==> config.mk <==
export PLATFORM = sky130hd
export DESIGN_NAME = power_iter_ctrl
export DESIGN_NICKNAME = d
export VERILOG_FILES = /design/src/rtl/power_iter_ctrl.sv
export SDC_FILE = /design/constraint.sdc
export NUM_CORES = 2
export LEC_CHECK = 0
export BUFFER_PORTS_ARGS = -buffer_cell sky130_fd_sc_hd__buf_2
export CAP_MARGIN = 20
export CORE_AREA = 2 2 618 620
export CTS_BUF_LIST = sky130_fd_sc_hd__clkbuf_4 sky130_fd_sc_hd__clkbuf_8
export CTS_CLUSTER_SIZE = 30
export DETAILED_ROUTE_END_ITERATION = 10
export DIE_AREA = 0 0 620 622
export PLACE_DENSITY = 0.32
export SYNTH_ARGS = -nofsm -noshare
export SYNTH_HDL_FRONTEND = slang
export SYNTH_SLANG_ARGS = --single-unit
export TNS_END_PERCENT = 30
==> constraint.sdc <==
create_clock -name clk -period 56.3 [get_ports clk]
set_input_delay 8.445 -clock clk [delete_from_list [all_inputs] [get_ports clk]]
set_output_delay 8.445 -clock clk [all_outputs]
set_load 0.05 [all_outputs]
==> src/rtl/power_iter_ctrl.sv <==
// Power-iteration sequencer: feeds the estimate to an external mat-vec unit, hands the
// product to an external normaliser and repeats until max |new - old| <= tol or the cap.
module power_iter_ctrl #(
  parameter int SIZE_N   = 8,
  parameter int DATA_W   = 32,
  parameter int MUL_LAT  = 1,
  parameter int MAX_ITER = 64,
  parameter int ITER_W   = 8
) (
  input  logic                     clk,
  input  logic                     rst,
  input  logic                     start,
  input  logic                     abort,
  input  logic [SIZE_N*DATA_W-1:0] vec_init,
  input  logic [DATA_W-1:0]        tol,
  output logic [SIZE_N*DATA_W-1:0] vec_to_mul,
  input  logic [SIZE_N*DATA_W-1:0] mul_result,
  output logic                     norm_start,
  output logic [SIZE_N*DATA_W-1:0] norm_in,
  input  logic                     norm_done,
  input  logic [SIZE_N*DATA_W-1:0] norm_result,
  output logic                     busy,
  output logic                     done,
  output logic                     converged,
  output logic [ITER_W-1:0]        iter_count,
  output logic [SIZE_N*DATA_W-1:0] eig_vec
);

  localparam int VW     = SIZE_N * DATA_W;
  localparam int WAIT_W = 4;

  typedef enum logic [2:0] {
    IDLE, MUL_WAIT, NORM_REQ, NORM_WAIT, CHECK, FINISH
  } state_t;

  state_t              state_q, state_d;
  logic [VW-1:0]       vec_reg, prod_reg, new_reg;
  logic [DATA_W-1:0]   tol_reg;
  logic [ITER_W-1:0]   iter_q;
  logic [WAIT_W-1:0]   wait_cnt;
  logic                conv_q;

  logic signed [DATA_W:0] a_ext, b_ext, diff;
  logic        [DATA_W:0] absd, maxdiff;
  logic        [ITER_W:0] iter_next;
  logic                   conv_now, last_iter, mul_cap, aborting;

  // Differences are taken one bit wider so opposite-extreme elements cannot wrap.
  always_comb begin
    a_ext   = '0;
    b_ext   = '0;
    diff    = '0;
    absd    = '0;
    maxdiff = '0;
    for (int i = 0; i < SIZE_N; i++) begin
      a_ext = {new_reg[i*DATA_W+DATA_W-1], new_reg[i*DATA_W +: DATA_W]};
      b_ext = {vec_reg[i*DATA_W+DATA_W-1], vec_reg[i*DATA_W +: DATA_W]};
      diff  = a_ext - b_ext;
      absd  = diff[DATA_W] ? -diff : diff;
      if (absd > maxdiff) maxdiff = absd;
    end
  end

  assign iter_next = {1'b0, iter_q} + (ITER_W+1)'(1);
  assign conv_now  = maxdiff <= {1'b0, tol_reg};
  assign last_iter = iter_next == (ITER_W+1)'(MAX_ITER);
  assign mul_cap   = wait_cnt == WAIT_W'(MUL_LAT - 1);
  assign aborting  = abort && (state_q != IDLE);

  always_ff @(posedge clk) begin
    if (!rst) state_q <= IDLE;
    else      state_q <= state_d;
  end

  // NOTE: every output of this block gets a default first, so no path can infer a latch.
  always_comb begin
    state_d    = state_q;
    busy       = state_q != IDLE;
    done       = state_q == FINISH;
    norm_start = state_q == NORM_REQ;
    case (state_q)
      IDLE:      if (start) state_d = MUL_WAIT;
      MUL_WAIT:  if (mul_cap) state_d = NORM_REQ;
      NORM_REQ:  state_d = NORM_WAIT;
      NORM_WAIT: if (norm_done) state_d = CHECK;
      CHECK:     state_d = (conv_now || last_iter) ? FINISH : MUL_WAIT;
      FINISH:    state_d = IDLE;
      default:   state_d = IDLE;
    endcase
    if (aborting) state_d = IDLE;
  end

  // NOTE: state is updated only with non-blocking assignments so every register samples
  // pre-edge values regardless of statement order.
  always_ff @(posedge clk) begin
    if (!rst) begin
      vec_reg  <= '0;
      prod_reg <= '0;
      new_reg  <= '0;
      tol_reg  <= '0;
      iter_q   <= '0;
      wait_cnt <= '0;
      conv_q   <= 1'b0;
    end else if (aborting) begin
      conv_q <= 1'b0;
    end else begin
      case (state_q)
        IDLE: if (start) begin
          vec_reg  <= vec_init;
          tol_reg  <= tol;
          iter_q   <= '0;
          conv_q   <= 1'b0;
          wait_cnt <= '0;
        end
        MUL_WAIT: begin
          wait_cnt <= wait_cnt + WAIT_W'(1);
          if (mul_cap) prod_reg <= mul_result;
        end
        NORM_WAIT: if (norm_done) new_reg <= norm_result;
        CHECK: begin
          vec_reg <= new_reg;
          iter_q  <= iter_next[ITER_W-1:0];
          if (conv_now)        conv_q   <= 1'b1;
          else if (!last_iter) wait_cnt <= '0;
        end
        default: ;
      endcase
    end
  end

  assign vec_to_mul = vec_reg;
  assign eig_vec    = vec_reg;
  assign norm_in    = prod_reg;
  assign converged  = conv_q;
  assign iter_count = iter_q;

endmodule

==> results.json <==
{
  "synth_edf_count": 0,
  "clk_latency_ps": 990,
  "period_share": 0.536,
  "finalNonFillerCells": 15350,
  "syn_to_final_growth_pct": 23.4,
  "htree_num_levels": 4,
  "grt_max_degree": 175,
  "period_minus_slack_ps": 30150,
  "layout-drive-gt1-share": 0.205,
  "max-cap-violations": 0,
  "critPathMaxFanout": 53,
  "r2r-end": "wait_cnt[0]",
  "cts_tree": "yes",
  "synth_ff_type": "dfxtp_1",
  "nets": 11465,
  "wl_per_cell_um": 25.3,
  "start_util": 0.170,
  "cpMaxStageDelayCell": "or2_2",
  "core_um2": 378000,
  "die_y_um": 622,
  "overflow": 0,
  "synth_common_cells": "2001 x nand2_1, 989 x a21oi_1, 816 x dfxtp_1, 653 x nor2_1, 529 x ha_1",
  "vias": 69940,
  "max_freq_ghz": 0.0332,
  "cts_buffer_depth": 4,
  "gp_congestion": 0.908,
  "syn_area_um2": 64400,
  "clkTransAtPathRegs_ps": 60,
  "r2r_slack_ps": 26150,
  "dr.pass1.iters": 5,
  "cts_hold_buffers": 0,
  "cts_root_buf": "clkbuf_8",
  "antenna_found_initial": 166,
  "yosysSeqAreaShare": 0.253,
  "setup.worst_path.start_class": "register",
  "grt_pass1_vias": 68581,
  "grt_usage": 0.192,
  "worst_pin_slew_ps": 1370,
  "post_dp_cell_area_um2": 75500,
  "slew_viol_final": 0,
  "cts_resized": 0,
  "fin_setup_tns_ps": 0,
  "antenna_left": 0,
  "status": "completed",
  "cts_inserted_buffers": 178,
  "numPortBuffers": 1584,
  "yosysTopAreaCell": "dfxtp_1",
  "worst_ep_required_time_ps": 57160,
  "holdWs_ps": 448,
  "hold_path_class": "register to register",
  "drt_wl_total_mm": 389,
  "synth_area_leaders": "dfxtp_1 25%, nand2_1 12%, ha_1 10%",
  "crit_end": "wait_cnt[0]",
  "post-cts-setup-buffers": 0,
  "synthesis.instances": 9042,
  "grt_pass1_wl_mm": 534,
  "netlist-cell-type-count": 112,
  "r2r-start": "eig_vec[1]",
  "synth_top_area_frac": 0.253,
  "die-area_um2": 386000,
  "cts.sinks": 816,
  "slowest_delay_ps": 780,
  "yosysMostFrequentCell": "nand2_1",
  "reg2regPathDepth": 117,
  "rsz0062_at_grt": "false",
  "die_w_um": 620,
  "synthArstFlopShare": 0,
  "hold_viol": 0,
  "fin_area_um2": 79500,
  "startpoint": "eig_vec[1]",
  "slew_headroom": 0.0887,
  "critPathKind": "register to register",
  "first_iter_violations": 4346,
  "num_rows": 226,
  "pin_count": 1585,
  "setup_viol": 0,
  "cp-end-kind": "register",
  "syn_area_per_cell_um2": 7.13,
  "synth-seq-cells": 816,
  "worstPathArrival_ps": 31010,
  "crit_top_cell": "o21a_1",
  "yosysWarnings": 0,
  "place_inst": 14959,
  "syn_nets": 10384,
  "hpwl_mm": 322,
  "via_per_inst": 4.56,
  "drcViolationCount": 0,
  "skew_ps": 91.4
}
==> final cells by class <==
class,count,area (µm²)
inverter,443,1670
antenna,78,195
sequential,816,16300
fill,43239,299000
tap,5016,6280
clock inverter,34,398
timing repair buffer,1654,8490
multi-input combinational,7030,42700
clock buffer,279,3470
==> worst min path at each step <==
stage | startpoint | to | slack, ps | cells after the start
after global routing | norm_in[239] | norm_in[239] | 460 | 2
after global placement | norm_in[239] | norm_in[239] | 440 | 2
after detailed placement | norm_in[236] | norm_in[236] | 440 | 2
after floorplan | new_reg[0] | new_reg[0] | 440 | 2
final | norm_in[216] | norm_in[216] | 450 | 2
after CTS | new_reg[62] | eig_vec[62] | 450 | 2
==> kinds of logic (layout without fill, tap and decap cells) <==
family,Yosys count,after routing,share of synthesized area
and+or+nand+nor,3514,3514,0.239
AOI/OAI and AO/OA,2530,2530,0.255
buffers and inverters,1196,2410,0.0850
DFF,816,816,0.253
adders and majority gates,537,537,0.105
xor gates and xnor gates,397,397,0.0541
muxes,52,52,0.00835
other,0,78,0
==> layout by cell type (no fill, tap or decap), drive strengths merged, types with 243 or more instances in the layout <==
| cell type | n |
|---|---|
| nand2 | 2001 |
| buf | 1654 |
| a21oi | 991 |
| dfxtp | 816 |
| nor2 | 653 |
| ha | 529 |
| inv | 449 |
| o21ai | 335 |
| clkbuf | 279 |
| a311oi | 259 |
| a21o | 249 |
| xnor2 | 243 |
==> metrics by stage <==
stage          utilization  worst slack [ps]
2_1_floorplan            -             32170
5_1_grt              0.210             23780
6_report             0.210             26150
4_1_cts              0.210             26160
3_5_place_dp         0.199             26290
3_3_place_gp         0.199             26340
==> critical path: cells and delay by family (launching register included) <==
kind	cells	cell delay, ps
XOR/XNOR	1	610
buffers and inverters	10	2840
adder cells (fa/ha/maj)	9	2780
AND/OR/NAND/NOR	26	6870
flip-flops	1	420
AO/OA/AOI/OAI	69	15810
multiplexers	2	620
==> routing by layer <==
metal  share of wire  global-route usage  vias to the layer above
met4           0.034              0.0586                      142
met1            0.40               0.221                    33609
li1                -                   -                    33731
met2            0.50               0.347                     1884
met5          0.0024                   0                        -
met3           0.061              0.0451                      574
Power is not shown: default switching activity piles up to over one toggle a cycle in this logic, so the estimate is an artifact.
